==> src/rtl/hcsr04_echo_responder.sv <==
// HC-SR04 echo responder: turns an accepted trig into a distance-coded echo.
// Optional `ECHO_JITTER_EN adds 0..15 cycles of LFSR jitter to each echo.
module hcsr04_echo_responder #(
  parameter int unsigned CYCLES_PER_INCH    = 1776,
  parameter int unsigned MIN_TRIG_CYCLES    = 120,
  parameter int unsigned BURST_DELAY_CYCLES = 2400,
  parameter int unsigned TIMEOUT_CYCLES     = 456000,
  parameter int unsigned HOLDOFF_CYCLES     = 120000
) (
  input  logic       clk,
  input  logic       rst_n,
  input  logic       trig,
  input  logic [7:0] dist_in,
  input  logic       no_echo,
  output logic       echo,
  output logic       busy,
  output logic       trig_err,
  output logic [7:0] resp_count
);

  localparam logic [23:0] CPI   = 24'(CYCLES_PER_INCH);
  localparam logic [23:0] MIN_T = 24'(MIN_TRIG_CYCLES);
  localparam logic [23:0] BURST = 24'(BURST_DELAY_CYCLES);
  localparam logic [23:0] TMO   = 24'(TIMEOUT_CYCLES);
  localparam logic [23:0] HOLD  = 24'(HOLDOFF_CYCLES);

  typedef enum logic [2:0] {
    IDLE, TRIG, DELAY, ECHO, HOLDOFF
  } state_t;

  state_t      state, state_n;
  logic [23:0] cnt, cnt_n;
  logic [23:0] w, w_n, w_calc;
  logic        trig_m, trig_s, trig_d;
  logic        rise, fall;
  logic        err_n, done, adv;
  logic [7:0]  dist_eff;
  logic [23:0] prod, base;

  assign rise = trig_s & ~trig_d;
  assign fall = ~trig_s & trig_d;
  assign busy = (state != IDLE);

  assign dist_eff = (dist_in == 8'd0) ? 8'd1 : dist_in;
  assign prod     = {16'd0, dist_eff} * CPI;
  assign base     = no_echo      ? TMO :
                    (prod > TMO) ? TMO : prod;

`ifdef ECHO_JITTER_EN
  logic [7:0] lfsr;
  logic       lfsr_fb;

  assign lfsr_fb = lfsr[7] ^ lfsr[5] ^ lfsr[4] ^ lfsr[3];
  assign w_calc  = base + {20'd0, lfsr[3:0]};

  // Jitter source, stepped once per accepted trig.
  always_ff @(posedge clk or negedge rst_n) begin
    if (!rst_n)   lfsr <= 8'hA5;
    else if (adv) lfsr <= {lfsr[6:0], lfsr_fb};
  end
`else
  assign w_calc = base;
`endif

  // Two-flop synchronizer plus delayed copy for edge detection.
  always_ff @(posedge clk or negedge rst_n) begin
    if (!rst_n) begin
      trig_m <= 1'b0;
      trig_s <= 1'b0;
      trig_d <= 1'b0;
    end else begin
      trig_m <= trig;
      trig_s <= trig_m;
      trig_d <= trig_s;
    end
  end

  // State, counter and registered outputs.
  always_ff @(posedge clk or negedge rst_n) begin
    if (!rst_n) begin
      state      <= IDLE;
      cnt        <= 24'd0;
      w          <= 24'd0;
      echo       <= 1'b0;
      trig_err   <= 1'b0;
      resp_count <= 8'd0;
    end else begin
      state      <= state_n;
      cnt        <= cnt_n;
      w          <= w_n;
      echo       <= (state_n == ECHO);
      trig_err   <= err_n;
      resp_count <= resp_count + {7'd0, done};
    end
  end

  // Next-state logic; cnt counts cycles spent in the current phase.
  always_comb begin
    state_n = state;
    cnt_n   = cnt;
    w_n     = w;
    err_n   = 1'b0;
    done    = 1'b0;
    adv     = 1'b0;
    unique case (state)
      IDLE: begin
        if (rise) begin
          state_n = TRIG;
          cnt_n   = 24'd1;
        end
      end
      TRIG: begin
        if (fall) begin
          if (cnt >= MIN_T) begin
            state_n = DELAY;
            cnt_n   = 24'd1;
            w_n     = w_calc;
            adv     = 1'b1;
          end else begin
            state_n = IDLE;
            cnt_n   = 24'd0;
            err_n   = 1'b1;
          end
        end else if (cnt < MIN_T) begin
          cnt_n = cnt + 24'd1;
        end
      end
      DELAY: begin
        if (cnt >= BURST) begin
          state_n = ECHO;
          cnt_n   = 24'd1;
        end else begin
          cnt_n = cnt + 24'd1;
        end
      end
      ECHO: begin
        if (cnt >= w) begin
          state_n = HOLDOFF;
          cnt_n   = 24'd1;
          done    = 1'b1;
        end else begin
          cnt_n = cnt + 24'd1;
        end
      end
      HOLDOFF: begin
        if (cnt >= HOLD) begin
          state_n = IDLE;
          cnt_n   = 24'd0;
        end else begin
          cnt_n = cnt + 24'd1;
        end
      end
      default: begin
        state_n = IDLE;
        cnt_n   = 24'd0;
      end
    endcase
  end

endmodule
==> config.mk <==
export PLATFORM = sky130hd
export DESIGN_NAME = hcsr04_echo_responder
export DESIGN_NICKNAME = d
export VERILOG_FILES = /design/src/rtl/hcsr04_echo_responder.sv
export SDC_FILE = /design/constraint.sdc
export NUM_CORES = 1
export LEC_CHECK = 0
export ABC_AREA = 1
export CAP_MARGIN = 5
export CORE_MARGIN = 5
export CORE_UTILIZATION = 24
export DETAILED_ROUTE_END_ITERATION = 7
export PLACE_DENSITY_LB_ADDON = 0.1
export SLEW_MARGIN = 30
export SYNTH_ARGS = -nofsm -noshare
export SYNTH_HDL_FRONTEND = slang
export SYNTH_SLANG_ARGS = --single-unit
==> constraint.sdc <==
create_clock -name clk -period 2.3 [get_ports clk]
set_input_delay 0.23 -clock clk [delete_from_list [all_inputs] [get_ports clk]]
set_output_delay 0.23 -clock clk [all_outputs]
set_load 0.05 [all_outputs]
==> impl_metrics.yaml <==
worst_setup_path:
  path_class: "in2reg"
  max_stage_delay_ns: 0.48
  crit_path_frequent_cell: "nand2_2"
  worstSetupEndpointType: "flip-flop"
  start_kind: "input pin"
  critPathMaxFanout: 5
  slowest_stage: "fa_1"
  cp.arrival_ns: 4.25
  required_ns: 2.55
global_route:
  grt_first_pass_wirelength_microns: 22700
  antenna_found_initial: 0
  grt_pass1_vias: 4918
  grt.overflow.total: 0
  grt_max_degree: 31
  groute.usage.overall: 0.114
run_status:
  violations: "negative setup slack"
  outcome: "finished with violations"
finish:
  final_area_sq_um: 7210
  nNetsFinal: 945
  area_delta_synth_final_pct: 40.6
  antenna_cells: 0
  drive_above_1_share: 0.305
  num-fill-cells: 2219
clocking:
  clk_path_buf_depth: 2
  clock_latency_ns: 0.31
  cts-root-buf: "clkbuf_16"
  htree_levels: 2
  numCtsBuffers: 5
  cts_tree: "done"
  clk_transition_reported_paths_ns: 0.08
  cts_sinks: 55
routing:
  wirelength_microns: 13700
  vias: 4746
  antenna_left: 0
  first_iter_violations: 148
  wl_per_cell_microns: 12.1
  drcViolationCount: 0
  drt_first_pass_iters: 4
  viasPerCell: 4.19
synth:
  syn_avg_cell_area_sq_um: 7.18
  synth_edf_count: 0
  synth_warnings: 0
  synth_top_cell_by_area: "dfrtp_1"
  yosys-top-cells-count: "nand2_1 (197), inv_1 (123), nor2_1 (77)"
  ys_ff_latch: 55
  ys_seq_area_frac: 0.268
  synth_top_area_frac: 0.268
  synthesis.area_sq_um: 5130
  synth_fp_nets: 803
  synth_cells: 715
  synth-main-ff-cell: "dfrtp_1"
  synth_most_common_cell: "nand2_1"
  yosysUniqueCellTypes: 42
  synth_async_sr_flop_share: 1.00
  yosys-top-cells-area: "dfrtp_1 (27%), nand2_1 (14%), ha_1 (14%)"
timing:
  fmax_mhz: 250
  period_minus_slack_ns: 4.00
  relSlewSlack: 0.409
  final-hold-violation-count: 0
  worst_pin_slew_ns: 0.887
  period_share: 1.74
  slew_violations: 0
  grt_setup_unrepaired: "yes"
  setup_viol: 16
  fin_ws_ns: -1.70
  fin_skew_ns: 0.0141
floorplanning:
  start_util: 0.244
  ios: 23
  num_rows: 53
  die_area_sq_um: 24400
  dieWidth_microns: 156
  die_h_microns: 156
  core_sq_um: 21000
pwr:
  leakagePower_nw: 3.82
  vdd_drop_max_mv: 0.360
  power_w: 0.00516
  cellPowerDensity_nw_per_um2: 716
worst_hold_path:
  hp-class: "reg2reg"
placement:
  gp_congestion: 0.856
  portBuffers: 22
  place_area_sq_um: 6540
  dp_hpwl_microns: 11200
run:
  maxCapViolCount: 0
==> sequential cells by signal, indices dropped and copies added (netlist names) <==
name,cells
cnt,24
echo,1
resp_count,8
state,3
trig_d,1
trig_err,1
trig_m,1
trig_s,1
w,15
==> layout make-up <==
cell class	count	area [sq um]	share of cell area
multi-input cells	520	3620	0.502
flip-flops and latches	55	1380	0.191
clock buffers	5	125	0.0173
well taps	275	344	0.0477
inverters	132	548	0.0760
clock inverters	3	22.5	0.00312
repair buffers	143	1180	0.163
==> worst paths after layout <==
kind / start / end / slack, ns / cells past startpoint
min reg2reg: trig_m$_DFF_PN0_ / trig_s$_DFF_PN0_ / 0.36 / 0
min in group asynchronous: rst_n / cnt[5]$_DFFE_PN0P_ / 0.49 / 2
max reg2reg: cnt[5]$_DFFE_PN0P_ / resp_count[5]$_DFF_PN0_ / 0 / 15
max: dist_in[7] / w[15]$_DFFE_PN0P_ / -1.70 / 29
min: trig_m$_DFF_PN0_ / trig_s$_DFF_PN0_ / 0.36 / 0
max in group asynchronous: rst_n / resp_count[0]$_DFF_PN0_ / 1.19 / 3
==> where the power goes <==
| group | switching (W) | leakage [nW] | internal (W) | total (W) |
|---|---|---|---|---|
| logic | 0.00167 | 3.05 | 0.00161 | 0.00328 |
| registers | 0.0000488 | 0.696 | 0.00103 | 0.00108 |
| clock network | 0.000391 | 0.0746 | 0.000412 | 0.000803 |
==> worst max-delay path, delay by kind of cell <==
family,cells,cell delay [ns]
fa+ha+maj,6,2.32
buf+inv,11,0.80
simple gates,11,0.74
compound gates,1,0.16
==> cells in the final DEF, fill, tap and decap left out, types with 17 or more instances in the layout <==
master and instances:
nand2_2 24, nor2_2 21, inv_1 104, xor2_1 19
fa_1 17, inv_2 21, buf_4 116, nand2_1 173
ha_1 45, nor2_1 66, dfrtp_1 55, nand3_1 37
==> logic make-up after synthesis <==
| group | after synthesis | synth area share |
|---|---|---|
| simple gates | 376 | 0.322 |
| buf+inv | 141 | 0.110 |
| compound gates | 45 | 0.0517 |
| xor+xnor | 22 | 0.0376 |
| fa+ha+maj | 76 | 0.210 |
| flops | 55 | 0.268 |
==> routing by layer <==
layer,routed length (microns),track usage,part of all wire,vias to the layer above
met3,180,0.00968,0.013,21
met1,5880,0.131,0.43,2167
li1,-,-,-,2513
met4,365,0.0426,0.027,0
met2,7240,0.218,0.53,45
met5,0,0,0,-
==> through the flow <==
stage / instances / setup TNS (ns) / setup slack (ns) / hold WS (ns) / util
finish: 1133 / -24.33 / -1.70 / 0.359 / 0.343
global route: 1133 / -28.67 / -1.93 / 0.362 / 0.343
CTS: 1129 / -25.96 / -1.76 / 0.362 / 0.333
detailed placement: 1105 / -40.67 / -2.76 / 0.306 / 0.311
global placement: 1105 / -40.20 / -2.74 / 0.294 / 0.311
floorplan: 715 / -24.07 / -1.69 / -0.0656 / -
==> what timing repair did <==
item                                    4_1_cts  5_1_grt
hold buffers                                  1        0
endpoints found under the setup margin       20       36
setup buffers                                15        7
cloned                                        1        0
pin swaps                                    32       23
endpoints found under the hold margin        25        0
resized for setup                            96       44
Note: power is estimated with default switching activity, not from simulation.
